## src/rtl/uart_pkg.sv

```systemverilog
// Shared UART types and constants for the flex-uart transmit and receive paths.
package uart_pkg;

   typedef enum logic [1:0] {
      PARITY_NONE = 2'd0,
      PARITY_ODD  = 2'd1,
      PARITY_EVEN = 2'd2
   } parity_t;

   typedef enum logic [2:0] {
      ST_IDLE   = 3'd0,
      ST_START  = 3'd1,
      ST_DATA   = 3'd2,
      ST_PARITY = 3'd3,
      ST_STOP   = 3'd4
   } tx_state_t;

   localparam int UART_DEFAULT_CLKS_PER_BIT = 868;

   // Words narrower than 9 bits are zero-extended, which leaves the XOR unchanged.
   function automatic logic calc_parity(input logic [8:0] data, input parity_t mode);
      return (^data) ^ (mode == PARITY_ODD);
   endfunction

endpackage

```

## src/rtl/uart_baud_gen.sv

```systemverilog
// Bit-period timer: counts 0..CLKS_PER_BIT-1 while enabled and flags the terminal count.
module uart_baud_gen #(
   parameter int CLKS_PER_BIT = 868
) (
   input  logic clk,
   input  logic rst_n,
   input  logic clear,
   input  logic enable,
   output logic tick
);

   localparam int CNT_W = (CLKS_PER_BIT > 1) ? $clog2(CLKS_PER_BIT) : 1;
   localparam logic [CNT_W-1:0] TERMINAL = CNT_W'(CLKS_PER_BIT - 1);

   logic [CNT_W-1:0] count_q;

   assign tick = enable && (count_q == TERMINAL);

   // NOTE: sequential state is written with non-blocking assignments only.
   always_ff @(posedge clk or negedge rst_n) begin
      if (!rst_n) begin
         count_q <= '0;
      end else if (clear) begin
         count_q <= '0;
      end else if (enable) begin
         count_q <= tick ? '0 : count_q + 1'b1;
      end
   end

endmodule

```

## src/rtl/uart_tx.sv

```systemverilog
// UART transmitter: valid/ready word intake, serialized as start, data LSB-first,
// optional parity and 1..2 stop bits, with a registered pad-ready tx output.
module uart_tx
   import uart_pkg::*;
#(
   parameter int      CLKS_PER_BIT = UART_DEFAULT_CLKS_PER_BIT,
   parameter int      DATA_BITS    = 8,
   parameter parity_t PARITY       = PARITY_NONE,
   parameter int      STOP_BITS    = 1
) (
   input  logic                 clk,
   input  logic                 rst_n,
   input  logic [DATA_BITS-1:0] tx_data,
   input  logic                 tx_valid,
   output logic                 tx_ready,
   output logic                 tx,
   output logic                 busy
);

   if (CLKS_PER_BIT < 2) begin : g_bad_clks
      $error("uart_tx: CLKS_PER_BIT must be >= 2");
   end
   if (DATA_BITS < 5 || DATA_BITS > 9) begin : g_bad_data
      $error("uart_tx: DATA_BITS must be in 5..9");
   end
   if (STOP_BITS < 1 || STOP_BITS > 2) begin : g_bad_stop
      $error("uart_tx: STOP_BITS must be 1 or 2");
   end

   localparam logic [2:0] S_IDLE   = ST_IDLE;
   localparam logic [2:0] S_START  = ST_START;
   localparam logic [2:0] S_DATA   = ST_DATA;
   localparam logic [2:0] S_PARITY = ST_PARITY;
   localparam logic [2:0] S_STOP   = ST_STOP;

   localparam int BIT_W = $clog2(DATA_BITS + 1);
   localparam logic [BIT_W-1:0] LAST_DATA = BIT_W'(DATA_BITS - 1);
   localparam logic [BIT_W-1:0] LAST_STOP = BIT_W'(STOP_BITS - 1);

   logic [2:0]           state_q, state_d;
   logic [DATA_BITS-1:0] shreg_q, shreg_d;
   logic [BIT_W-1:0]     bit_cnt_q, bit_cnt_d;
   logic                 par_q, par_d;
   logic                 tx_q, tx_d;
   logic                 tick, clear, handshake, last_stop;

   uart_baud_gen #(.CLKS_PER_BIT(CLKS_PER_BIT)) u_baud (
      .clk    (clk),
      .rst_n  (rst_n),
      .clear  (clear),
      .enable (busy),
      .tick   (tick)
   );

   // Accepting in the last stop cycle lets the next start bit follow with no gap.
   assign last_stop = (state_q == S_STOP) && tick && (bit_cnt_q == LAST_STOP);
   assign tx_ready  = (state_q == S_IDLE) || last_stop;
   assign handshake = tx_valid && tx_ready;
   assign busy      = (state_q != S_IDLE);
   assign clear     = (state_d != state_q);
   assign tx        = tx_q;

   // NOTE: every variable gets a default first so no latch can be inferred.
   always_comb begin
      state_d   = state_q;
      shreg_d   = shreg_q;
      bit_cnt_d = bit_cnt_q;
      par_d     = par_q;
      case (state_q)
         S_IDLE: ;
         S_START: if (tick) state_d = S_DATA;
         S_DATA: begin
            if (tick) begin
               if (bit_cnt_q == LAST_DATA) begin
                  bit_cnt_d = '0;
                  state_d   = (PARITY != PARITY_NONE) ? S_PARITY : S_STOP;
               end else begin
                  bit_cnt_d = bit_cnt_q + 1'b1;
                  shreg_d   = shreg_q >> 1;
               end
            end
         end
         S_PARITY: if (tick) state_d = S_STOP;
         S_STOP: begin
            if (tick) begin
               if (bit_cnt_q == LAST_STOP) begin
                  bit_cnt_d = '0;
                  state_d   = S_IDLE;
               end else begin
                  bit_cnt_d = bit_cnt_q + 1'b1;
               end
            end
         end
         default: state_d = S_IDLE;
      endcase
      if (handshake) begin
         state_d   = S_START;
         shreg_d   = tx_data;
         par_d     = calc_parity(9'(tx_data), PARITY);
         bit_cnt_d = '0;
      end
   end

   // tx is derived from the next state so the pad sees a clean registered level.
   always_comb begin
      case (state_d)
         S_START:  tx_d = 1'b0;
         S_DATA:   tx_d = shreg_d[0];
         S_PARITY: tx_d = par_d;
         default:  tx_d = 1'b1;
      endcase
   end

   always_ff @(posedge clk or negedge rst_n) begin
      if (!rst_n) begin
         state_q   <= S_IDLE;
         shreg_q   <= '0;
         bit_cnt_q <= '0;
         par_q     <= 1'b0;
         tx_q      <= 1'b1;
      end else begin
         state_q   <= state_d;
         shreg_q   <= shreg_d;
         bit_cnt_q <= bit_cnt_d;
         par_q     <= par_d;
         tx_q      <= tx_d;
      end
   end

endmodule

```

## config.mk

```make
export PLATFORM = sky130hd
export DESIGN_NAME = uart_tx
export DESIGN_NICKNAME = d
export VERILOG_FILES = /design/src/rtl/uart_pkg.sv /design/src/rtl/uart_baud_gen.sv /design/src/rtl/uart_tx.sv
export SDC_FILE = /design/constraint.sdc
export NUM_CORES = 1
export LEC_CHECK = 0
export ABC_AREA = 1
export CAP_MARGIN = 20
export CORE_UTILIZATION = 50
export CTS_BUF_LIST = sky130_fd_sc_hd__clkbuf_2 sky130_fd_sc_hd__clkbuf_4 sky130_fd_sc_hd__clkbuf_8
export DETAILED_ROUTE_END_ITERATION = 16
export PLACE_DENSITY_LB_ADDON = 0.08
export SLEW_MARGIN = 20
export SYNTH_ARGS = -nofsm -noshare
export SYNTH_HDL_FRONTEND = slang
export SYNTH_SLANG_ARGS = --single-unit
```

## constraint.sdc

```tcl
create_clock -name clk -period 1.6 [get_ports clk]
set_clock_uncertainty 0.05 [all_clocks]
set_input_delay 0.4 -clock clk [delete_from_list [all_inputs] [get_ports clk]]
set_output_delay 0.4 -clock clk [all_outputs]
set_load 0.05 [all_outputs]
```

# Word level (Yosys, flattened, before mapping)
# Index checks and enable logic that the tools add are counted.
[totals]
elab_cells = 60
regBits = 27
[classes]
eq_ne = 13
n_mux = 23
n_addsub = 2
n_reduce_logical = 15
[ops]
columns = ["cell", "count"]
rows = [
  ["$mux 8", 4],
  ["$mux 10", 3],
  ["$mux 3", 7],
  ["$mux 4", 5],
  ["$pmux 3 s5", 1],
  ["$eq 3x2->1 const B", 4],
  ["$add 10x1->10 const B", 1],
  ["$eq 10x10->1 const B", 1],
  ["$reduce_xor 9->1", 1],
  ["$pmux 4 s2", 1],
  ["$eq 3x1->1 const B", 2],
  ["$ne 3x3->1 const B", 2],
  ["$reduce_and 3->1", 2],
  ["$reduce_bool 2->1", 3],
  ["$reduce_bool 3->1", 2],
  ["$add 4x1->4 const B", 1],
  ["$eq 4x3->1 const B", 1],
  ["$logic_and 1x1->1", 4],
  ["$logic_not 4->1", 1],
  ["$eq 3x3->1 const B", 1],
  ["$logic_not 3->1", 1],
  ["$ne 3x3->1", 1],
  ["$pmux 1 s3", 1],
  ["$ne 2x2->1 const B", 1],
  ["2 further kinds", 2],
]

# Logic depth before layout (Yosys ltp)
# Gate-level depths: netlist of the first run.
[depth]
depth_word = 9
depth_mapped = 12

# Modules after synthesis
# Synthesis of the first run repeated with hierarchy kept, for this count alone.
[hier_totals]
hier_cells = 250
area_unflattened_um2 = 1765.4
[modules_own_cells]
columns = ["mod", "cells_per_inst", "n_inst", "area_each_um2"]
rows = [
  ["uart_tx", 169, 1, 1144.8],
  ["uart_baud_gen", 81, 1, 620.6],
]

# Worst setup path after synthesis of the first run
# Ideal clock, no wire load.
[synth_timing]
kind = "register to register"
from = "register u_baud.count_q[0]"
to = "register par_q"
path_stages_with_launch = 10
t_required_ns = 1.431
setup_slack_ns = -0.244
period_less_slack_ns = 1.844
setup_time_ns = 0.119
path_buffers = 0
arrival_time_ns = 1.675
cell_sequence = "dfrtp_1 > ha_1 > nand2_1 > inv_1 > nand2_1 > nor2_2 > nand3_2 > a21oi_4 > nand3_1 > and2_1"
[synth_between]
elab_chain_len = 7
[synth_lines]
columns = ["item", "line", "source"]
rows = [
  ["from (decl)", "uart_baud_gen.sv:15", "logic [CNT_W-1:0] count_q;"],
  ["from (signal assigned)", "uart_baud_gen.sv:26", "count_q <= tick ? '0 : count_q + 1'b1;"],
  ["$eq 10x10->1", "uart_baud_gen.sv:17", "assign tick = enable && (count_q == TERMINAL);"],
  ["$logic_and 1x1->1", "uart_baud_gen.sv:17", ""],
  ["$logic_and 1x1->1 (2 in a row)", "uart_tx.sv:56", "assign last_stop = (state_q == S_STOP) && tick && (bit_cnt_q == LAST_STOP);"],
  ["$logic_or 1x1->1", "uart_tx.sv:57", "assign tx_ready = (state_q == S_IDLE) || last_stop;"],
  ["via tx_ready", "uart_tx.sv:15", "output logic tx_ready,"],
  ["$logic_and 1x1->1", "uart_tx.sv:58", "assign handshake = tx_valid && tx_ready;"],
  ["$mux 1", "uart_tx.sv:96", "if (handshake) begin"],
  ["via par_d", "uart_tx.sv:43", "logic par_q, par_d;"],
  ["to (signal assigned)", "uart_tx.sv:125", "par_q <= par_d;"],
  ["to (decl)", "uart_tx.sv:43", ""],
]
# The timed path passes the listed nets, and every way through them passes these cells.
# A chain may end at the register's enable or synchronous reset.

# Worst setup path in the final report of the first run
[layout_timing]
from = "register bit_cnt_q[0]"
to = "output tx_ready"
[layout_between]
elab_chain_len = 3
[layout_lines]
columns = ["item", "line", "source"]
rows = [
  ["from (decl)", "uart_tx.sv:42", "logic [BIT_W-1:0] bit_cnt_q, bit_cnt_d;"],
  ["from (signal assigned)", "uart_tx.sv:124", "bit_cnt_q <= bit_cnt_d;"],
  ["$logic_not 4->1", "uart_tx.sv:56", ""],
  ["$logic_and 1x1->1", "uart_tx.sv:56", ""],
  ["$logic_or 1x1->1", "uart_tx.sv:57", ""],
  ["to (decl)", "uart_tx.sv:15", ""],
]
# Every way passes these cells.

==> impl_results.md, run 1 <==
* Startpoint type of the worst setup path: flip-flop
* Worst slack at placement at -212 ps
* Met1 GRT Util at 31.4%
* Max incr delay on CP at 430 ps
* Synth Area in XOR/XNOR at 3.77%
* Clock Path Buffers at 2
* GR Util met3 at 2.55%
* Leakage at 1.47 nW
* Reg-to-Reg Start: bit_cnt_q[0]
* Global-route wire length before repair at 8.29 mm
* Max-cap check violation count at 0
* Drc violations at 0
* Chip Width at 63 µm
* Die height at 63 µm
* Root buffer cell: clkbuf_8
* Crit path max-delay family: flip-flops
* Hpwl dp at 3.25 mm
* VDD IR max at 353 µV
* Avg Inst Size Synth at 7.63 µm²
* TritonCTS Buffers at 3
* Sink Count at 27
* Critical Path, Cell by Cell: inv_1 > ha_1 > nand2_1 > inv_1 > nand3_4 > a21oi_4 > buf_12
* Synth area leaders: dfrtp_1, nand2_1, nand3_1
* Yosys warning count at 0
* Synth Area in Compound Gates at 9.89%
* Global route hottest layer: met2
* Distinct cells, synth at 38
* GRT Resource Usage Total at 26.5%
* Largest net degree at the start of global routing at 28
* Reg2reg path depth at 11
* Initial antenna violation count at 0
* Wire per inst at 13.8 µm
* Status: complete, but fails checks
* CP max stage cell: dfrtp_1
* Worst R2R Setup Slack at -350 ps
* TritonCTS clock tree: yes
* Worst setup margin at -445 ps
* # diodes at 0
* Syn Std Cell Area at 0.00186 mm²
* Worst hold slack at 410 ps
* Setup crit end kind: output pin
* Post-Route WL at 5.26 mm
* Htree depth at 1
* RSZ-0062 raised after global routing: true
* Syn_nets at 258
* Mux cell area share after synthesis at 0%
* Worst-path clk slew at 110 ps
* Initial Util at 54.1%
* Worst r2r dst: shreg_q[3]
* Critical Path Source: bit_cnt_q[0]
* Power Density at 420 mW/mm²
* GPL Wtd Cong at 0.848
* Nets at 351
* Synth Area in Simple Gates at 39.1%
* Crit path top cell by count: inv_1
* Synth area leader: dfrtp_1
* Core area at 0.00344 mm²
* Minimum clock period at 2050 ps
* Share of the synthesized area in the top cell type at 35.0%
* FF+latch count, synth at 27
* Crit-path max FO at 4
* Via Count at 1972
* CP Data Arrival Time at 1600 ps
* Final worst-path cycle share at 128%
* Layout cells sized above 1 at 44.0%
* WS Path Type: flip-flop to output pin
* Worst hold-check path type: input port to async pin
* # rows at 21
* Full die area at 0.00397 mm²
* Global-route met2 utilization at 48.4%
* Mapped Cells at 244
* Worst path required time at 1150 ps
* Fmax at 489 MHz
* Setup TNS at -7970 ps
* Congestion Overflow GR at 0
* Largest family of logic cells by synthesized area: simple AND/OR/NAND/NOR gates
* Starting DRT DRC Count at 84
* Clock Latency Late Sink at 290 ps
* Layout overhead on the synthesized area at 55.4%
* Fin util at 84.0%
* Drt first pass iters at 4
* Port bufs at 13
* Antenna-violating nets left at 0
* Pins Over Slew Limit at 0
* Vias in the first global route at 1923
* Final hold vios at 0
* Worst-Margin Slew at 320 ps
* Register area share after synthesis at 36.4%
* Final setup viols at 29
* IO Pins at 14
* Vias/cell at 5.16
* Crit path buf inv count at 3
* Failing checks: setup timing
* Slew margin rel. at 78.6%
* Post-Synth Adder-Cell Area at 2.02%
* Final total power at 0.00121 W
==> layer usage <==
| layer | vias to the layer above | share of wire (%) |
|---|---|---|
| met4 | 0 | 2.3 |
| met3 | 13 | 3.8 |
| met2 | 45 | 51 |
| met1 | 937 | 43 |
| met5 | - | 0 |
| li1 | 977 | - |
==> layout by cell type (no fill, tap or decap), types with 4 or more instances in the layout <==
cell type / n
buf_12: 4
buf_4: 67
buf_6: 9
clkdlybuf4s50_1: 10
dfrtp_1: 26
inv_1: 26
inv_2: 6
nand2_1: 45
nand2_2: 12
nand2_4: 7
nand3_1: 20
nand3_2: 9
nand3_4: 5
nand4_1: 8
nor2_1: 24
nor2_2: 5
nor2_4: 6
xor2_1: 5
==> synthesized netlist by cell type (all sizes together) <==
| cell | count |
|---|---|
| a21o | 1 |
| a21oi | 5 |
| a22oi | 1 |
| and2 | 1 |
| buf | 2 |
| clkbuf | 1 |
| clkinv | 1 |
| dfrtp | 26 |
| dfstp | 1 |
| ha | 3 |
| inv | 33 |
| nand2 | 64 |
| nand3 | 33 |
| nand3b | 1 |
| nand4 | 8 |
| nor2 | 35 |
| nor3b | 1 |
| o211ai | 6 |
| o21ai | 6 |
| o21bai | 2 |
| o22ai | 2 |
| o41ai | 1 |
| or2 | 2 |
| xnor2 | 3 |
| xor2 | 5 |
==> sequential cells by signal (all words and copies together) (netlist names) <==
name            flops
state_q             3
u_baud.count_q     10
bit_cnt_q           4
tx                  1
shreg_q             8
par_q               1
==> through the flow <==
step | area (µm²) | std cells
6_report | 2890 | 382
5_1_grt | 2890 | 382
4_1_cts | 2720 | 375
3_5_place_dp | 2510 | 358
3_3_place_gp | 2510 | 358
2_1_floorplan | 1880 | 244
==> worst max-delay path by stage <==
stage                      end  cells past startpoint  slack, ps
floorplan             tx_ready                      7       -210
global placement         par_q                      8       -190
detailed placement  shreg_q[3]                     11       -210
CTS                   tx_ready                      8       -440
global route          tx_ready                      7       -520
finish                tx_ready                      7       -450
==> area by class of cell <==
cell class | instances | area (µm²)
fillers | 208 | 551
clock inverters | 1 | 7.51
flip-flops and latches | 27 | 677
multi-input cells | 181 | 1190
inverters | 34 | 131
well taps | 46 | 57.6
repair buffers | 90 | 785
clock buffers | 3 | 41.3
==> worst reg2reg max path, stage by stage (launching register included) <==
cell and delay, ps:
dfrtp_1 430, inv_1 100, ha_1 150, nand2_1 80
inv_1 120, nand3_4 110, buf_4 160, nand2_4 80
nand3_4 180, buf_6 200, buf_4 130, o211ai_2 110
==> power breakdown <==
part	switching, W	internal, W	leakage (nW)
registers	0	0.000682	0.317
logic	0.0000535	0.0000565	1.13
clock network	0.000245	0.000178	0.0217
==> logic make-up (layout without fill, tap and decap cells) <==
logic type | Yosys count | in the layout
xor+xnor | 8 | 8
fa+ha+maj | 3 | 3
flops | 27 | 27
buf+inv | 37 | 128
compound gates | 24 | 24
simple gates | 145 | 146
==> what timing repair did <==
action                     in CTS  in global routing
cloned                          1                  0
setup endpoints to repair      28                 29
buffers inserted               12                  7
hold buffers                    0                  0
pin swaps                       8                  9
gates resized for setup        17                 30
Note: power is estimated with default switching activity, not from simulation.
==> run 2: changes to the inputs <==
Settings changed: CORE_UTILIZATION 50 to 45.
==> run 2 against run 1 <==
The run still ends with setup timing left. Global-route usage shrank 2.9 points. Clock power fell by 4%. First-iteration DRC count decreased by 1.2%. Critical endpoint unchanged. Largest cell class unchanged.
==> impl_results.md, run 2 (synthesis results as in run 1) <==
* # diodes at 0 (unchanged)
* WS Path Type: flip-flop to output pin
* Chip Width at 66.3 µm (+5.2%)
* Slew margin rel. at 72.8% (-5.8 points)
* Global-route wire length before repair at 7.80 mm (-5.9%)
* CP Data Arrival Time at 1550 ps (-50 ps)
* Vias in the first global route at 1736 (-9.7%)
* Worst hold-check path type: input port to async pin
* Worst-path clk slew at 90 ps (-20 ps)
* Clock Path Buffers at 2 (unchanged)
* Clock Latency Late Sink at 270 ps (-20 ps)
* Power Density at 424 mW/mm² (+0.88%)
* Crit path top cell by count: nand2_2
* Congestion Overflow GR at 0 (unchanged)
* Reg-to-Reg Start: u_baud.count_q[0]
* Final worst-path cycle share at 125% (-2.8 points)
* Full die area at 0.00440 mm² (+11%)
* Max incr delay on CP at 360 ps (-70 ps)
* Layout cells sized above 1 at 41.0% (-3.0 points)
* Wire per inst at 12.9 µm (-6.1%)
* Post-CTS Hold Buffers at 0 (unchanged)
* GPL Wtd Cong at 0.835 (-1.6%)
* Hpwl dp at 3.45 mm (+6.4%)
* Fillers at 313 (+50%)
* Sequential share of power at 56.7% (+0.5 points)
* Multi-input gate area at 0.00120 mm² (+0.52%)
* Largest net degree at the start of global routing at 23 (-18%)
* Worst path required time at 1150 ps (about the same)
* Largest regs: u_baud.count_q: 10 flops, shreg_q: 8 flops, bit_cnt_q: 4 flops
* TritonCTS clock tree: yes
* Root buffer cell: clkbuf_8
* RSZ-0062 raised after global routing: true
* Combinational share of power at 9.4% (+0.3 points)
* Fmax at 500 MHz (+2.2%)
* Worst hold slack at 348 ps (-62.0 ps)
* Sink Count at 27 (unchanged)
* Net switching power at 0.000268 W (-10%)
* P_int at 0.000934 W (+1.9%)
* # rows at 23 (+9.5%)
* Placed Instances at 365 (+2.0%)
* Startpoint type of the worst setup path: flip-flop
* Drt first pass iters at 4 (unchanged)
* Vias/cell at 4.94 (-4.3%)
* Most frequent cells in the layout: buf_4, nand2_1, inv_1, dfrtp_1, nor2_1
* Layout overhead on the synthesized area at 52.5%
* Initial Util at 46.8% (-7.2 points)
* Status: complete, but fails checks
* Crit path buf inv count at 2 (-1)
* Reg2reg path depth at 13 (+2)
* TritonCTS Buffers at 3 (unchanged)
* Max-cap check violation count at 0 (unchanged)
* Port bufs at 13 (unchanged)
* Via Count at 1872 (-5.1%)
* IO Pins at 14 (unchanged)
* Post-Route WL at 4.90 mm (-6.8%)
* Setup TNS at -7690 ps (+281 ps)
* Die height at 66.3 µm (+5.2%)
* Pins Over Slew Limit at 0 (unchanged)
* Worst-Margin Slew at 403 ps (+83.3 ps)
* Sw Share at 22.3% (-2.2 points)
* Final total power at 0.00120 W (-1.0%)
* GRT Resource Usage Total at 23.6% (-2.9 points)
* Leading cell type in the layout, fill and taps excluded: buf_4
* Largest reg by FF count: u_baud.count_q
* Critical Path Source: u_baud.count_q[0]
* Crit path max-delay family: flip-flops
* Stages on worst setup path at 8 (+1)
* Htree depth at 1 (unchanged)
* Failing checks: setup timing
* Critical Path, Cell by Cell: ha_2 > nand2_2 > inv_2 > nand2_2 > nor2_4 > nand3_4 > a21oi_4 > buf_12
* Setup crit end kind: output pin
* Design area at 0.00284 mm² (-1.9%)
* Leakage at 1.41 nW (-3.8%)
* Crit-path max FO at 2 (-2)
* Storage element area at 677 µm² (unchanged)
* Final Non-Filler Cells at 379 (-0.79%)
* Placed inst area at 0.00255 mm² (+1.6%)
* Clock power frac at 33.9% (-0.9 points)
* Final hold vios at 0 (unchanged)
* Minimum clock period at 2000 ps (-44.7 ps)
* VDD IR max at 254 µV (-28%)
* Initial antenna violation count at 0 (unchanged)
* Worst setup margin at -401 ps (+44.7 ps)
* Core area at 0.00397 mm² (+15%)
* Largest register FFs at 10 (unchanged)
* Final setup viols at 27 (-6.9%)
* Starting DRT DRC Count at 83 (-1.2%)
* CP max stage cell: dfrtp_1
* Drc violations at 0 (unchanged)
* Antenna-violating nets left at 0 (unchanged)
* Nets at 344 (-2.0%)
## run 2: changes by cell type in the layout (fill, tap and decap cells not counted), moves of 2 or more
cell     change
buf_6        -5
o21ai_0      +2
nand3_2      -2
nand2_4      -2
nand3_1      +2
buf_4        -4
o21ai_1      -2
## run 2: final timing paths
path	to	slack, ps
min	state_q[1]	350
max	tx_ready	-400
max reg2reg	shreg_q[3]	-390
min reg2reg	shreg_q[4]	490
min in group clk	shreg_q[4]	490
max in group asynchronous	shreg_q[0]	710
## run 2: cell type report
class	instances	share of cell area (%)
Clock buffer	4	1.72
Inverter	34	4.63
Multi-Input combinational cell	182	42.3
Sequential cell	27	23.9
Tap cell	50	2.21
Timing Repair Buffer	82	25.3
## run 2: worst register-to-register path: cells and delay by family, from the launching register on
| family | cells | cell delay, ps |
|---|---|---|
| compound gates | 1 | 120 |
| buf+inv | 5 | 660 |
| fa+ha+maj | 1 | 190 |
| flops | 1 | 360 |
| simple gates | 6 | 550 |
## run 2: through the flow
step	utilization [%]	setup slack, ps
2_1_floorplan	-	-214
3_3_place_gp	64.2	-218
3_5_place_dp	64.2	-251
4_1_cts	68.7	-412
5_1_grt	71.4	-508
6_report	71.4	-401
## run 2: repair_timing
| item | CTS | global route |
|---|---|---|
| pin swaps | 6 | 8 |
| resized for setup | 18 | 19 |
| endpoints found under the setup margin | 25 | 28 |
| gates cloned | 2 | 0 |
| setup buffers | 6 | 3 |
## run 2: power by group through the flow
stage / combinational, W / sequential [W] / clock [W]
final: 0.000113 / 0.000682 / 0.000407
after global routing: 0.000125 / 0.000682 / 0.000447
after CTS: 0.000114 / 0.000682 / 0.000421
after detailed placement: 0.000112 / 0.000695 / 0
after global placement: 0.000111 / 0.000695 / 0
after floorplan: 0.0000367 / 0.000696 / 0
## run 2: per-layer routing
metal	wire length (µm)	vias to the layer above	track usage, %	share of wire [%]
met3	130	8	3.45	2.7
met2	2240	26	34.2	46
met4	80	0	9.84	1.6
li1	-	971	-	-
met5	0	-	0	0
met1	2450	867	34.5	50
==> run 3: changes to the inputs <==
Settings changed: CORE_ASPECT_RATIO from default to 1.1, DONT_BUFFER_PORTS from default to 1.
==> run 3 against run 2 <==
The run still ends with setup timing left. Wire length decreased by 8.3%. Final cell count decreased by 4.5%. Register-to-register slack gained 50 ps. Global-route usage fell by 1.6 points. Via count is 5.3% lower. Core utilization down 6.3 points. Die area is essentially flat. Clock-buffer cell count fell by 1. Critical endpoint unchanged. Largest power group unchanged. Highest routed layer unchanged.
==> impl_results.md, run 3 (synthesis results as in run 1) <==
* Status: complete, but fails checks
* Failing checks: setup timing
* TritonCTS Buffers at 3 (unchanged)
* Power Density at 444 mW/mm² (+4.7%)
* Root buffer cell: clkbuf_8
* Slew margin rel. at 80.9% (+8.1 points)
* Worst hold-check path type: input port to flip-flop
* Initial antenna violation count at 0 (unchanged)
* GPL Wtd Cong at 0.820 (-1.7%)
* Drc violations at 0 (unchanged)
* Sink Count at 27 (unchanged)
* VDD IR max at 297 µV (+17%)
* Core area at 0.00396 mm² (-0.19%)
* Final setup viols at 28 (+3.7%)
* IO Pins at 14 (unchanged)
* Worst-Margin Slew at 282 ps (-121 ps)
* Wire per inst at 12.4 µm (-4.0%)
* Full die area at 0.00440 mm² (about the same)
* Worst-path clk slew at 100 ps (about the same)
* Placed Instances at 345 (-5.5%)
* Worst hold slack at 244 ps (-104 ps)
* Pins Over Slew Limit at 0 (unchanged)
* Vias/cell at 4.90 (-0.90%)
* Worst setup margin at -391 ps (+9.78 ps)
* Antenna-violating nets left at 0 (unchanged)
* Max-cap check violation count at 0 (unchanged)
* Final worst-path cycle share at 124% (-0.61 points)
* Final Non-Filler Cells at 362 (-4.5%)
* Leakage at 1.28 nW (-9.2%)
* Vias in the first global route at 1740 (+0.23%)
* # diodes at 0 (unchanged)
* Startpoint type of the worst setup path: flip-flop
* GRT Resource Usage Total at 22.0% (-1.6 points)
* Worst path required time at 1150 ps (about the same)
* Clock Path Buffers at 2 (unchanged)
* Largest register FFs at 10 (unchanged)
* Via Count at 1772 (-5.3%)
* Crit-path max FO at 6 (+4)
* Layout cells sized above 1 at 37.1% (-3.9 points)
* TritonCTS clock tree: yes
* WS Path Type: flip-flop to output pin
* Port bufs at 0 (-13)
* Congestion Overflow GR at 0 (unchanged)
* Starting DRT DRC Count at 78 (-6.0%)
* Nets at 325 (-5.5%)
* Drt first pass iters at 4 (unchanged)
* Clock Latency Late Sink at 270 ps (about the same)
* Setup crit end kind: output pin
* CP max stage cell: dfrtp_1
* Max incr delay on CP at 370 ps (about the same)
* RSZ-0062 raised after global routing: true
* Leading cell type in the layout, fill and taps excluded: buf_4
* Most frequent cells in the layout: buf_4, nand2_1, inv_1, nand3_1
* Chip Width at 63.3 µm (-4.5%)
* Worst slack at placement at -159 ps (+92.1 ps)
* Minimum clock period at 1990 ps (-9.78 ps)
* Layout overhead on the synthesized area at 38.7%
* CP Data Arrival Time at 1540 ps (about the same)
* Htree depth at 1 (unchanged)
* Largest regs: u_baud.count_q: 10 flops, shreg_q: 8 flops, bit_cnt_q: 4 flops
* Fmax at 502 MHz (+0.49%)
* Initial Util at 46.9% (+0.089 points)
* Final hold vios at 0 (unchanged)
* Largest reg by FF count: u_baud.count_q
* Hpwl dp at 3.19 mm (-7.5%)
* # rows at 24 (+4.3%)
* Global-route wire length before repair at 7.63 mm (-2.2%)
* Die height at 69.4 µm (+4.7%)
* Critical Path, Cell by Cell: ha_2 > nand2_2 > inv_1 > nand2_1 > nor2_2 > nand3_2 > a21oi_4 > buf_12
* Post-Route WL at 4.49 mm (-8.3%)
* Largest net degree at the start of global routing at 28 (+22%)
-- run 3: cell count changes in the layout (fill, tap and decap cells not counted), moves of 2 or more --
cell	delta
nor2_2	+2
clkdlybuf4s50_1	-10
nand2_4	-2
buf_12	-2
nor2_1	+2
buf_4	-10
nand2_1	+3
nor2_4	-4
nand3_2	-4
buf_6	+2
nand3_1	+5
-- run 3: final cells by class --
cell class	instances	area, µm²
fill	360	1380
multi-input combinational	182	1120
sequential	27	677
timing repair buffer	63	536
inverter	34	131
tap	52	65.1
clock buffer	3	41.3
clock inverter	1	7.51
-- run 3: path summary, 6_finish.rpt --
kind,from,to,slack [ps],cells past startpoint
setup / recovery,u_baud.count_q[0],tx_ready,-390,8
hold / removal,tx_data[0],shreg_q[0],240,2
max in group asynchronous,rst_n,tx,750,2
min in group asynchronous,rst_n,shreg_q[1],520,2
hold reg to reg,shreg_q[4],shreg_q[4],490,2
setup reg to reg,u_baud.count_q[0],shreg_q[3],-340,13
-- run 3: report_power, final --
part           total (W)  switching (W)  leakage, nW  internal [W]
combinational  0.0000628      0.0000390        0.940     0.0000239
clock           0.000400       0.000223       0.0217      0.000177
sequential      0.000682              0        0.317      0.000682
total            0.00114       0.000262         1.28      0.000883
-- run 3: metal layers --
layer | global-route usage [%] | share of wire [%]
met1 | 26.2 | 41
met5 | 0 | 0
met3 | 3.13 | 3.9
met2 | 40.4 | 53
met4 | 6.57 | 2.0
-- run 3: per-stage QoR --
stage | cell area (µm²) | util [%] | TNS (ps) | power [W]
final | 2580 | 65.1 | -6980 | 0.00114
after global routing | 2580 | 65.1 | -9820 | 0.00119
after CTS | 2540 | 64.0 | -4730 | 0.00117
after detailed placement | 2310 | 58.3 | -2670 | 0.000738
after global placement | 2310 | 58.3 | -2010 | 0.000737
after floorplan | 1880 | - | -1660 | 0.000732
-- run 3: timing repair --
action / CTS / global route
setup endpoints to repair: 25 / 28
hold endpoints to repair: 27 / 0
setup buffers: 8 / 1
gates cloned: 2 / 0
pin swaps: 7 / 5
hold buffers: 2 / 0
resized for setup: 15 / 9
-- run 3: critical path, delay by kind of cell (launching register included) --
family	cells	cell delay [ps]
adder cells (fa/ha/maj)	1	190
buffers and inverters	2	210
flip-flops	1	370
AND/OR/NAND/NOR	4	330
AO/OA/AOI/OAI	1	170
